File: src/rtl/pulse_sched_pkg.sv
// Shared definitions for the pulse_sched stretch scheduler: FSM encoding and
// the stored-length substitution used when a zero length is written.
package pulse_sched_pkg;

  typedef enum logic [1:0] {
    ST_IDLE    = 2'd0,
    ST_STRETCH = 2'd1,
    ST_GAP     = 2'd2
  } state_t;

  // A zero-length stretch is meaningless; it is stored as this value instead.
  localparam int ZERO_LEN_SUBST = 1;

endpackage

File: src/rtl/pulse_sched_rr_pick.sv
// Combinational round-robin picker: returns the first pending channel at or
// after rr_ptr, wrapping modulo N_CH.
module rr_pick
  import pulse_sched_pkg::*;
#(
  parameter int N_CH  = 4,
  parameter int IDX_W = $clog2(N_CH)
) (
  input  logic [N_CH-1:0]  pending,
  input  logic [IDX_W-1:0] rr_ptr,
  output logic             valid,
  output logic [IDX_W-1:0] idx
);

  int                 pos;
  logic [IDX_W-1:0]   pos_idx;

  // Scan from the farthest offset down so the nearest pending channel wins.
  always_comb begin
    valid   = 1'b0;
    idx     = '0;
    pos     = 0;
    pos_idx = '0;
    for (int k = N_CH - 1; k >= 0; k--) begin
      pos     = (int'(rr_ptr) + k) % N_CH;
      pos_idx = IDX_W'(pos);
      if (pending[pos_idx]) begin
        valid = 1'b1;
        idx   = pos_idx;
      end
    end
  end

endmodule

File: src/rtl/pulse_sched.sv
// Multi-channel pulse stretch scheduler sharing one programmable timer.
// Optional sticky overflow flag built when PULSE_SCHED_OVF_EN is defined.
module pulse_sched
  import pulse_sched_pkg::*;
#(
  parameter int N_CH    = 4,
  parameter int CNT_W   = 8,
  parameter int DEF_LEN = 4
) (
  input  logic                     clk,
  input  logic                     rst,
  input  logic [N_CH-1:0]          in_pulse,
  input  logic                     cfg_we,
  input  logic [CNT_W-1:0]         cfg_len,
  output logic [N_CH-1:0]          out_pulse,
  output logic                     busy,
  output logic [$clog2(N_CH)-1:0]  grant_id,
  output logic                     ovf
);

  localparam int IDX_W = $clog2(N_CH);

  state_t             state_q, state_d;
  logic [N_CH-1:0]    prev_q;
  logic [N_CH-1:0]    pending_q, pending_d;
  logic [CNT_W-1:0]   len_q, len_d;
  logic [CNT_W-1:0]   timer_q, timer_d;
  logic [N_CH-1:0]    out_q, out_d;
  logic [IDX_W-1:0]   grant_q, grant_d;
  logic [IDX_W-1:0]   ptr_q, ptr_d;

  logic [N_CH-1:0]    req;
  logic [N_CH-1:0]    clr;
  logic [N_CH-1:0]    pick_vec;
  logic               pick_valid;
  logic [IDX_W-1:0]   pick_idx;

  rr_pick #(
    .N_CH  (N_CH),
    .IDX_W (IDX_W)
  ) u_pick (
    .pending (pending_q),
    .rr_ptr  (ptr_q),
    .valid   (pick_valid),
    .idx     (pick_idx)
  );

  always_comb begin
    req      = in_pulse & ~prev_q;
    pick_vec = '0;
    pick_vec[pick_idx] = 1'b1;

    len_d = len_q;
    if (cfg_we) begin
      len_d = (cfg_len == '0) ? CNT_W'(ZERO_LEN_SUBST) : cfg_len;
    end

    state_d = state_q;
    timer_d = timer_q;
    out_d   = out_q;
    grant_d = grant_q;
    ptr_d   = ptr_q;
    clr     = '0;

    case (state_q)
      ST_IDLE: begin
        if (pick_valid) begin
          clr     = pick_vec;
          timer_d = len_q - CNT_W'(1);
          out_d   = pick_vec;
          grant_d = pick_idx;
          ptr_d   = (pick_idx == IDX_W'(N_CH - 1)) ? '0 : pick_idx + IDX_W'(1);
          state_d = ST_STRETCH;
        end
      end
      ST_STRETCH: begin
        if (timer_q == '0) begin
          out_d   = '0;
          state_d = ST_GAP;
        end else begin
          timer_d = timer_q - CNT_W'(1);
        end
      end
      ST_GAP: begin
        state_d = ST_IDLE;
      end
      default: begin
        out_d   = '0;
        state_d = ST_IDLE;
      end
    endcase

    // A new request wins over a same-cycle grant so it is not lost.
    pending_d = (pending_q & ~clr) | req;
  end

  always_ff @(posedge clk) begin
    if (rst) begin
      state_q   <= ST_IDLE;
      prev_q    <= '0;
      pending_q <= '0;
      len_q     <= CNT_W'(DEF_LEN);
      timer_q   <= '0;
      out_q     <= '0;
      grant_q   <= '0;
      ptr_q     <= '0;
    end else begin
      state_q   <= state_d;
      prev_q    <= in_pulse;
      pending_q <= pending_d;
      len_q     <= len_d;
      timer_q   <= timer_d;
      out_q     <= out_d;
      grant_q   <= grant_d;
      ptr_q     <= ptr_d;
    end
  end

`ifdef PULSE_SCHED_OVF_EN
  logic ovf_q, ovf_d;

  // A request landing on an already-pending, not-just-granted channel is merged.
  always_comb begin
    ovf_d = ovf_q | (|(req & pending_q & ~clr));
  end

  always_ff @(posedge clk) begin
    if (rst) begin
      ovf_q <= 1'b0;
    end else begin
      ovf_q <= ovf_d;
    end
  end

  assign ovf = ovf_q;
`else
  assign ovf = 1'b0;
`endif

  assign out_pulse = out_q;
  assign grant_id  = grant_q;
  assign busy      = (state_q == ST_STRETCH) || (state_q == ST_GAP);

endmodule

File: config.mk
export PLATFORM = sky130hd
export DESIGN_NAME = pulse_sched
export DESIGN_NICKNAME = d
export VERILOG_FILES = /design/src/rtl/pulse_sched_pkg.sv /design/src/rtl/pulse_sched_rr_pick.sv /design/src/rtl/pulse_sched.sv
export SDC_FILE = /design/constraint.sdc
export NUM_CORES = 1
export LEC_CHECK = 0
export ABC_AREA = 1
export BUFFER_PORTS_ARGS = -buffer_cell sky130_fd_sc_hd__buf_2
export CAP_MARGIN = 20
export CORE_MARGIN = 1.5
export CORE_UTILIZATION = 50
export CTS_CLUSTER_SIZE = 8
export DETAILED_ROUTE_END_ITERATION = 12
export GPL_TIMING_DRIVEN = 0
export HOLD_SLACK_MARGIN = 0.12
export PLACE_DENSITY = 0.74
export RECOVER_POWER = 50
export SKIP_CTS_REPAIR_TIMING = 1
export SLEW_MARGIN = 25
export SYNTH_ARGS = -nofsm -noshare
export SYNTH_HDL_FRONTEND = slang
export SYNTH_SLANG_ARGS = --single-unit
File: constraint.sdc
create_clock -name clk -period 4.98 [get_ports clk]
set_clock_uncertainty 0.15 [all_clocks]
set_input_delay 0.498 -clock clk [delete_from_list [all_inputs] [get_ports clk]]
set_output_delay 0.498 -clock clk [all_outputs]
set_load 0.01 [all_outputs]
==> qor.log, run 1 <==
INFO  cells_and_area multi_input_area=1020µm²
INFO  global_routing grt_antenna_before_repair=0
INFO  pwr            ir_drop=0.360mV
INFO  routing        drt_wl_total=3760µm
INFO  setup_path     critical_path.most_common_cell=sky130_fd_sc_hd__nand2_1
INFO  global_routing globalRoute.totalOverflow=0
INFO  placed_design  port_buffers=21
INFO  cts            clock_tree.buffer_depth=2
INFO  logic_synthesis ys_types=33
INFO  routing        detail-route-antenna-nets=0
INFO  cts            cts.sinks=34
INFO  setup_path     timing.critical_path.to_type=register
INFO  pwr            p_total=1510µW
INFO  cells_and_area fillerInstances=379
INFO  floorplan      die_area=4260µm²
INFO  sta            fin_crit_sh=42.8%
INFO  setup_path     reg_to_reg_slack_setup=2.85ns
INFO  logic_synthesis seq_total_area_yosys=35.1%
INFO  global_routing grt_max_degree=13
INFO  global_routing grt_first_pass_wirelength=6960µm
INFO  logic_synthesis synth.largest_area_cell=sky130_fd_sc_hd__dfxtp_1
INFO  floorplan      rows=22
INFO  sta            timing.final.max_slew_violations=0
INFO  floorplan      boundaryPins=23
INFO  cts            clock_tree.htree_level_count=2
INFO  logic_synthesis synth_cells=288
INFO  pwr            power-per-cell-area=688nW/µm²
INFO  global_routing grt_pass1_vias=1606
INFO  cells_and_area layout_cell_share_with_drive_strength_beyond_1=16.4%
INFO  routing        detailedRoute.firstIterationViolations=58
INFO  cells_and_area final-seq-area=681µm²
INFO  setup_path     timing.critical_path.arrival=2.16ns
INFO  logic_synthesis synthesis.nets=311
INFO  hold_path      min_from=in_pulse[1]
INFO  logic_synthesis synthDominantCellAreaShare=35.1%
INFO  hold_path      hp-class=in2reg
INFO  cts            path_clk_slew=0.07ns
INFO  setup_path     logic_depth_of_the_worst_register_to_register_path=15
INFO  setup_path     critical_path.slowest_cell=sky130_fd_sc_hd__dfxtp_1
INFO  routing        post-route-drc-count=0
INFO  global_routing track_usage=20.8%
INFO  setup_path     reg2reg_to=out_pulse[3]$_SDFFE_PP0P_
INFO  routing        avg_wl_per_cell=10.3µm
INFO  logic_synthesis ys_seq_elements=34
INFO  run            max_cap_violations=0
INFO  cells_and_area layout.nets=339
INFO  cts            clock_latency=0.29ns
INFO  logic_synthesis post_synthesis_instance_area=1940µm²
INFO  setup_path     worst-endpoint-required=5.02ns
INFO  sta            number_of_failing_hold_endpoints_at_the_final_stage=0
INFO  setup_path     startpoint_type=register
INFO  sta            final-setup-viol-count=0
INFO  hold_path      end_of_the_worst_hold_path=prev_q[1]$_SDFF_PP0_
INFO  sta            max_freq=470MHz
INFO  sta            finalSetupTns=0ns
INFO  floorplan      initial_core_util=52.6%
INFO  placed_design  finalWeightedCongestion=0.880
INFO  setup_path     ordered_cell_list_for_the_critical_path=buf_6, inv_8, nand2_1, nand2_2, nand2_1, nand2_2, o21ai_0, nand2_1, nand2_1, inv_1, ha_1, nand2_1, inv_1, o21ai_0, nor2_1
INFO  setup_path     regToRegStartpoint=ptr_q[0]$_SDFFE_PP0P_
INFO  placed_design  place.detailed.hpwl=2970µm
INFO  routing        drtPass1Iterations=4
INFO  routing        routed-via-count=1708
INFO  routing        avgViaCountPerCell=4.68
INFO  cts            cts_root_buf=sky130_fd_sc_hd__clkbuf_8
INFO  placed_design  pre_cts_ws=2.91ns
INFO  pwr            leakagePower=0.00109µW
INFO  sta            postLayoutSetupSlackWorst=2.85ns
INFO  floorplan      die_width=65.3µm
INFO  cells_and_area antenna_cell_count=0
INFO  floorplan      placeableCoreArea=3690µm²
INFO  cts            cts_buffers=5
INFO  hold_path      min_path_cells=3
INFO  setup_path     critical_path_class=reg2reg
INFO  sta            period_needed=2.13ns
INFO  setup_path     worstPathMaxFanout=8
INFO  outcome        run_status=finished, final reports clean
INFO  sta            rsz0062_at_grt=no
INFO  setup_path     max_stage_delay=0.33ns
INFO  cells_and_area area_growth=13.0%
INFO  cts            clock_tree_from_tritoncts=built
INFO  logic_synthesis post_synth.cell_area_avg=6.74µm²
INFO  logic_synthesis post_synth_main_area_contributors=sky130_fd_sc_hd__dfxtp_1 35%, sky130_fd_sc_hd__nand2_1 13%, sky130_fd_sc_hd__nor2_1 9.7%, sky130_fd_sc_hd__inv_1 6.8%, sky130_fd_sc_hd__ha_1 5.2%
INFO  floorplan      die_height=65.3µm
INFO  logic_synthesis yosysWarningCount=0
state kept, by name (all words and copies together) (netlist names):
signal / flops
len_q: 8
pending_q: 4
out_pulse: 4
state_q: 2
prev_q: 4
grant_id: 2
ptr_q: 2
timer_q: 8
layer usage:
metal / wire, µm / track usage [%]
met4: 64 / 7.29
met5: 0 / 0
met3: 145 / 4.97
met2: 1520 / 31.1
met1: 2030 / 29.3
cells in the final DEF (no fill, tap or decap), types with 3 or more instances in the layout:
master,instances
sky130_fd_sc_hd__a21oi_1,12
sky130_fd_sc_hd__buf_2,14
sky130_fd_sc_hd__buf_4,3
sky130_fd_sc_hd__clkbuf_1,10
sky130_fd_sc_hd__clkbuf_8,5
sky130_fd_sc_hd__dfxtp_1,34
sky130_fd_sc_hd__ha_1,8
sky130_fd_sc_hd__inv_1,35
sky130_fd_sc_hd__inv_2,3
sky130_fd_sc_hd__nand2_1,66
sky130_fd_sc_hd__nand2_2,10
sky130_fd_sc_hd__nand2_4,4
sky130_fd_sc_hd__nand3_1,11
sky130_fd_sc_hd__nor2_1,50
sky130_fd_sc_hd__nor2_2,3
sky130_fd_sc_hd__o21ai_0,16
sky130_fd_sc_hd__o21ai_1,10
kinds of logic (layout without fill, tap and decap cells):
| group | Yosys count | after routing | share of synthesized area [%] |
|---|---|---|---|
| simple gates | 153 | 153 | 36.0 |
| buf+inv | 48 | 77 | 11.3 |
| compound gates | 42 | 42 | 11.3 |
| flops | 34 | 34 | 35.1 |
| fa+ha+maj | 8 | 8 | 5.16 |
| xor+xnor | 2 | 2 | 0.903 |
| other cells | 1 | 1 | 0.193 |
worst max-delay path: cells and delay by family, from the launching register on:
family | cells | cell delay (ns)
buffers and inverters | 4 | 0.33
adder cells (fa/ha/maj) | 1 | 0.19
AND/OR/NAND/NOR | 8 | 0.65
flip-flops | 1 | 0.33
AO/OA/AOI/OAI | 2 | 0.39
worst max path at each step:
stage	start	end	slack, ns	depth (start not counted)
final	ptr_q[0]$_SDFFE_PP0P_	out_pulse[3]$_SDFFE_PP0P_	2.85	15
after global routing	state_q[1]$_SDFFE_PP0P_	timer_q[6]$_SDFFE_PP0P_	2.59	13
after detailed placement	state_q[1]$_SDFFE_PP0P_	timer_q[6]$_SDFFE_PP0P_	2.91	12
after CTS	state_q[1]$_SDFFE_PP0P_	timer_q[6]$_SDFFE_PP0P_	2.89	12
after global placement	ptr_q[0]$_SDFFE_PP0P_	out_pulse[3]$_SDFFE_PP0P_	2.95	15
after floorplan	state_q[1]$_SDFFE_PP0P_	timer_q[6]$_SDFFE_PP0P_	3.09	12
synth_stat cells (all sizes together):
cell     n
nand2   80
nor3     1
xnor2    1
nand3b   1
xor2     1
nand4    2
nor4     1
nor2    55
o32ai    1
a21oi   12
o21ai   26
ha       8
nand3   11
buf      6
clkbuf   2
or2      1
a31oi    1
conb     1
a211oi   1
and2     1
dfxtp   34
inv     40
o21bai   1
power breakdown:
group / total, µW / switching, µW / internal, µW
Sequential: 380 / 37.3 / 343
Combinational: 875 / 560 / 314
Clock: 254 / 106 / 149
final cells by class:
| cell class | count | share of cell area [%] |
|---|---|---|
| Multi-Input combinational cell | 206 | 46.7 |
| Clock inverter | 3 | 2.05 |
| Tap cell | 48 | 2.74 |
| Buffer | 8 | 2.57 |
| Clock buffer | 5 | 3.14 |
| Timing Repair Buffer | 21 | 4.39 |
| Inverter | 40 | 7.31 |
| Sequential cell | 34 | 31.1 |
stage by stage:
| step | hold WS [ns] | instances | util, % | instance area [µm²] |
|---|---|---|---|---|
| after floorplan | 0.263 | 288 | - | 1940 |
| after global placement | 0.268 | 357 | 57.1 | 2110 |
| after detailed placement | 0.278 | 357 | 57.1 | 2110 |
| after CTS | 0.269 | 365 | 60.2 | 2220 |
| after global routing | 0.274 | 365 | 59.4 | 2190 |
| final | 0.272 | 365 | 59.4 | 2190 |
Note: power is estimated with default switching activity, not from simulation.
==> run 2: changes to the inputs <==
==> constraint.sdc (replaced) <==
create_clock -name clk -period 2 [get_ports clk]
set_clock_uncertainty 0.15 [all_clocks]
set_input_delay 0.2 -clock clk [delete_from_list [all_inputs] [get_ports clk]]
set_output_delay 0.2 -clock clk [all_outputs]
set_load 0.01 [all_outputs]
==> run 2 against run 1 <==
Net effect: the run now ends with setup timing left; die area unchanged; hold slack got worse by 0.16 ns; cell count increased by 5.2%; combinational power increased to 3.5 times the previous value; via count up 11%; sequential share of layout area fell by 4.9 points; power rose to 3.1 times the previous value; first-iteration DRC count rose by 59%; fmax rose by 3.1%; clock power rose to 2.5 times the previous value; critical path depth is the same.
==> qor.log, run 2 (synthesized netlist as in run 1, its figures left out) <==
INFO  outcome        run_status=finished, violations left
INFO  outcome        failed_checks=setup timing
INFO  placed_design  dpl_cell_area=2110µm² [unchanged]
INFO  cts            clock_tree.htree_level_count=2 [unchanged]
INFO  setup_path     critical_path.slowest_cell=sky130_fd_sc_hd__dfxtp_2
INFO  hold_path      hp-class=in2reg
INFO  floorplan      boundaryPins=23 [unchanged]
INFO  global_routing use_met3=4.97% [unchanged]
INFO  setup_path     ordered_cell_list_for_the_critical_path=buf_8, inv_8, nand2_2, nand2_2, nand2_2, nand2_4, inv_2, nand2_1, o21bai_1, nand2_2, inv_4, ha_4, nand2_4, a21oi_4, o32ai_2
INFO  setup_path     worst-endpoint-required=2.02ns [-3.00 ns]
INFO  sta            number_of_failing_hold_endpoints_at_the_final_stage=0 [unchanged]
INFO  placed_design  place.detailed.hpwl=2970µm [unchanged]
INFO  setup_path     timing.critical_path.arrival=2.09ns [-0.07 ns]
INFO  setup_path     timing.critical_path.to_type=register
INFO  cells_and_area antenna_cell_count=0 [unchanged]
INFO  floorplan      die_area=4260µm² [unchanged]
INFO  cells_and_area most-common-layout-cells=54 x sky130_fd_sc_hd__nand2_1, 48 x sky130_fd_sc_hd__nor2_1, 31 x sky130_fd_sc_hd__dfxtp_1
INFO  cells_and_area reg_top3=len_q (8), timer_q (8)
INFO  cts            cts.sinks=34 [unchanged]
INFO  sta            final-setup-viol-count=6 [+6]
INFO  routing        drt_wl_total=4850µm [+29%]
INFO  placed_design  port_buffers=21 [unchanged]
INFO  setup_path     cpLargestDelayFamily=simple AND/OR/NAND/NOR gates
INFO  cells_and_area layout_cell_share_with_drive_strength_beyond_1=32.1% [+16 points]
INFO  sta            timing.final.max_slew_violations=0 [unchanged]
INFO  cts            clock_tree_from_tritoncts=built
INFO  routing        drtPass1Iterations=4 [unchanged]
INFO  run            max_cap_violations=0 [unchanged]
INFO  global_routing globalRoute.totalOverflow=0 [unchanged]
INFO  pwr            ir_drop=0.900mV [+150%]
INFO  global_routing grt_pass1_vias=1606 [unchanged]
INFO  cells_and_area layout.nets=358 [+5.6%]
INFO  routing        avgViaCountPerCell=4.92 [+5.2%]
INFO  cts            cts_root_buf=sky130_fd_sc_hd__clkbuf_8
INFO  sta            fin_crit_sh=103% [+60 points]
INFO  global_routing groute.layer.met2.usage=31.1% [unchanged]
INFO  cts            path_clk_slew=0.07ns [about the same]
INFO  setup_path     startpoint_type=register
INFO  cts            clock_tree.buffer_depth=2 [unchanged]
INFO  floorplan      die_width=65.3µm [unchanged]
INFO  floorplan      placeableCoreArea=3690µm² [unchanged]
INFO  sta            period_needed=2.06ns [-0.0646 ns]
INFO  setup_path     max_stage_delay=0.34ns [about the same]
INFO  global_routing grt_antenna_before_repair=0 [unchanged]
INFO  pwr            leakagePower=0.00122µW [+11%]
INFO  routing        detailedRoute.firstIterationViolations=92 [+59%]
INFO  placed_design  pre_cts_ws=-0.0730ns [-2.98 ns]
INFO  floorplan      rows=22 [unchanged]
INFO  cells_and_area final_cell_area=2630µm² [+20%]
INFO  setup_path     critical_path.most_common_cell=sky130_fd_sc_hd__nand2_2
INFO  routing        avg_wl_per_cell=12.6µm [+23%]
INFO  routing        detail-route-antenna-nets=0 [unchanged]
INFO  global_routing globalRoute.busiestLayer=met2
INFO  floorplan      initial_core_util=52.6% [unchanged]
INFO  placed_design  finalWeightedCongestion=0.880 [unchanged]
INFO  floorplan      die_height=65.3µm [unchanged]
INFO  global_routing grt_max_degree=13 [unchanged]
INFO  global_routing track_usage=20.8% [unchanged]
INFO  global_routing grtUsageMet1=29.3% [unchanged]
INFO  setup_path     worstPathMaxFanout=8 [unchanged]
INFO  cells_and_area mostFrequentLayoutCell=sky130_fd_sc_hd__nand2_1
INFO  sta            max_freq=484MHz [+3.1%]
INFO  global_routing grt_first_pass_wirelength=6960µm [unchanged]
INFO  setup_path     critical_path_class=reg2reg
INFO  sta            postLayoutSetupSlackWorst=-0.0648ns [-2.92 ns]
INFO  cells_and_area area_growth=35.4%
INFO  cts            cts_buffers=5 [unchanged]
INFO  cts            clock_latency=0.30ns [about the same]
INFO  routing        routed-via-count=1890 [+11%]
INFO  routing        post-route-drc-count=0 [unchanged]
INFO  sta            rsz0062_at_grt=yes
INFO  setup_path     critical_path.n_buffers_inverters=4 [unchanged]
INFO  pwr            power-per-cell-area=1780nW/µm² [+160%]
## run 2: cell types whose count changed in the layout (fill, tap and decap cells not counted), sizes merged
cell	change
dlygate4sd3	+13
buf	+7
clkbuf	-1
## run 2: area by class of cell
| cell class | instances | area [µm²] |
|---|---|---|
| Sequential cell | 34 | 687 |
| Buffer | 8 | 67.6 |
| Fill cell | 296 | 1060 |
| Clock inverter | 3 | 45.0 |
| Tap cell | 48 | 60.1 |
| Clock buffer | 5 | 68.8 |
| Timing Repair Buffer | 40 | 272 |
| Multi-Input combinational cell | 206 | 1260 |
| Inverter | 40 | 165 |
## run 2: worst paths after layout
check	start	end	slack, ns	depth (start not counted)
setup / recovery	ptr_q[0]$_SDFFE_PP0P_	pending_q[1]$_SDFF_PP0_	-0.06	15
hold / removal	cfg_we	len_q[6]$_SDFFE_PP0P_	0.11	3
setup reg to reg	ptr_q[0]$_SDFFE_PP0P_	pending_q[1]$_SDFF_PP0_	-0.06	15
hold reg to reg	prev_q[1]$_SDFF_PP0_	pending_q[1]$_SDFF_PP0_	0.30	1
## run 2: where the power goes
part / internal, µW / leakage, µW / switching [µW]
logic: 1170 / 0.000881 / 1890
clock network: 370 / 0.0000504 / 271
registers: 861 / 0.000284 / 106
## run 2: tightest hold or removal path, delay by kind of cell
family	cells	cell delay [ns]
AOI/OAI and AO/OA	1	0.09
buffers and inverters	1	0.15
and+or+nand+nor	1	0.07
## run 2: stage by stage
| stage | power (µW) | hold slack [ns] | std cells | util, % | TNS [ns] |
|---|---|---|---|---|---|
| after floorplan | 2770 | 0.171 | 288 | - | 0 |
| after global placement | 3140 | 0.264 | 357 | 57.1 | -0.0598 |
| after detailed placement | 3180 | 0.274 | 357 | 57.1 | -0.196 |
| after CTS | 3830 | -0.0291 | 365 | 60.2 | -0.286 |
| after global routing | 5070 | 0.139 | 384 | 71.2 | -0.990 |
| final | 4680 | 0.109 | 384 | 71.2 | -0.201 |
## run 2: per-layer routing
metal / share of wire, % / wire length (µm)
met4: 1.3 / 63
met3: 4.7 / 229
met2: 46 / 2240
met1: 48 / 2310
met5: 0 / 0
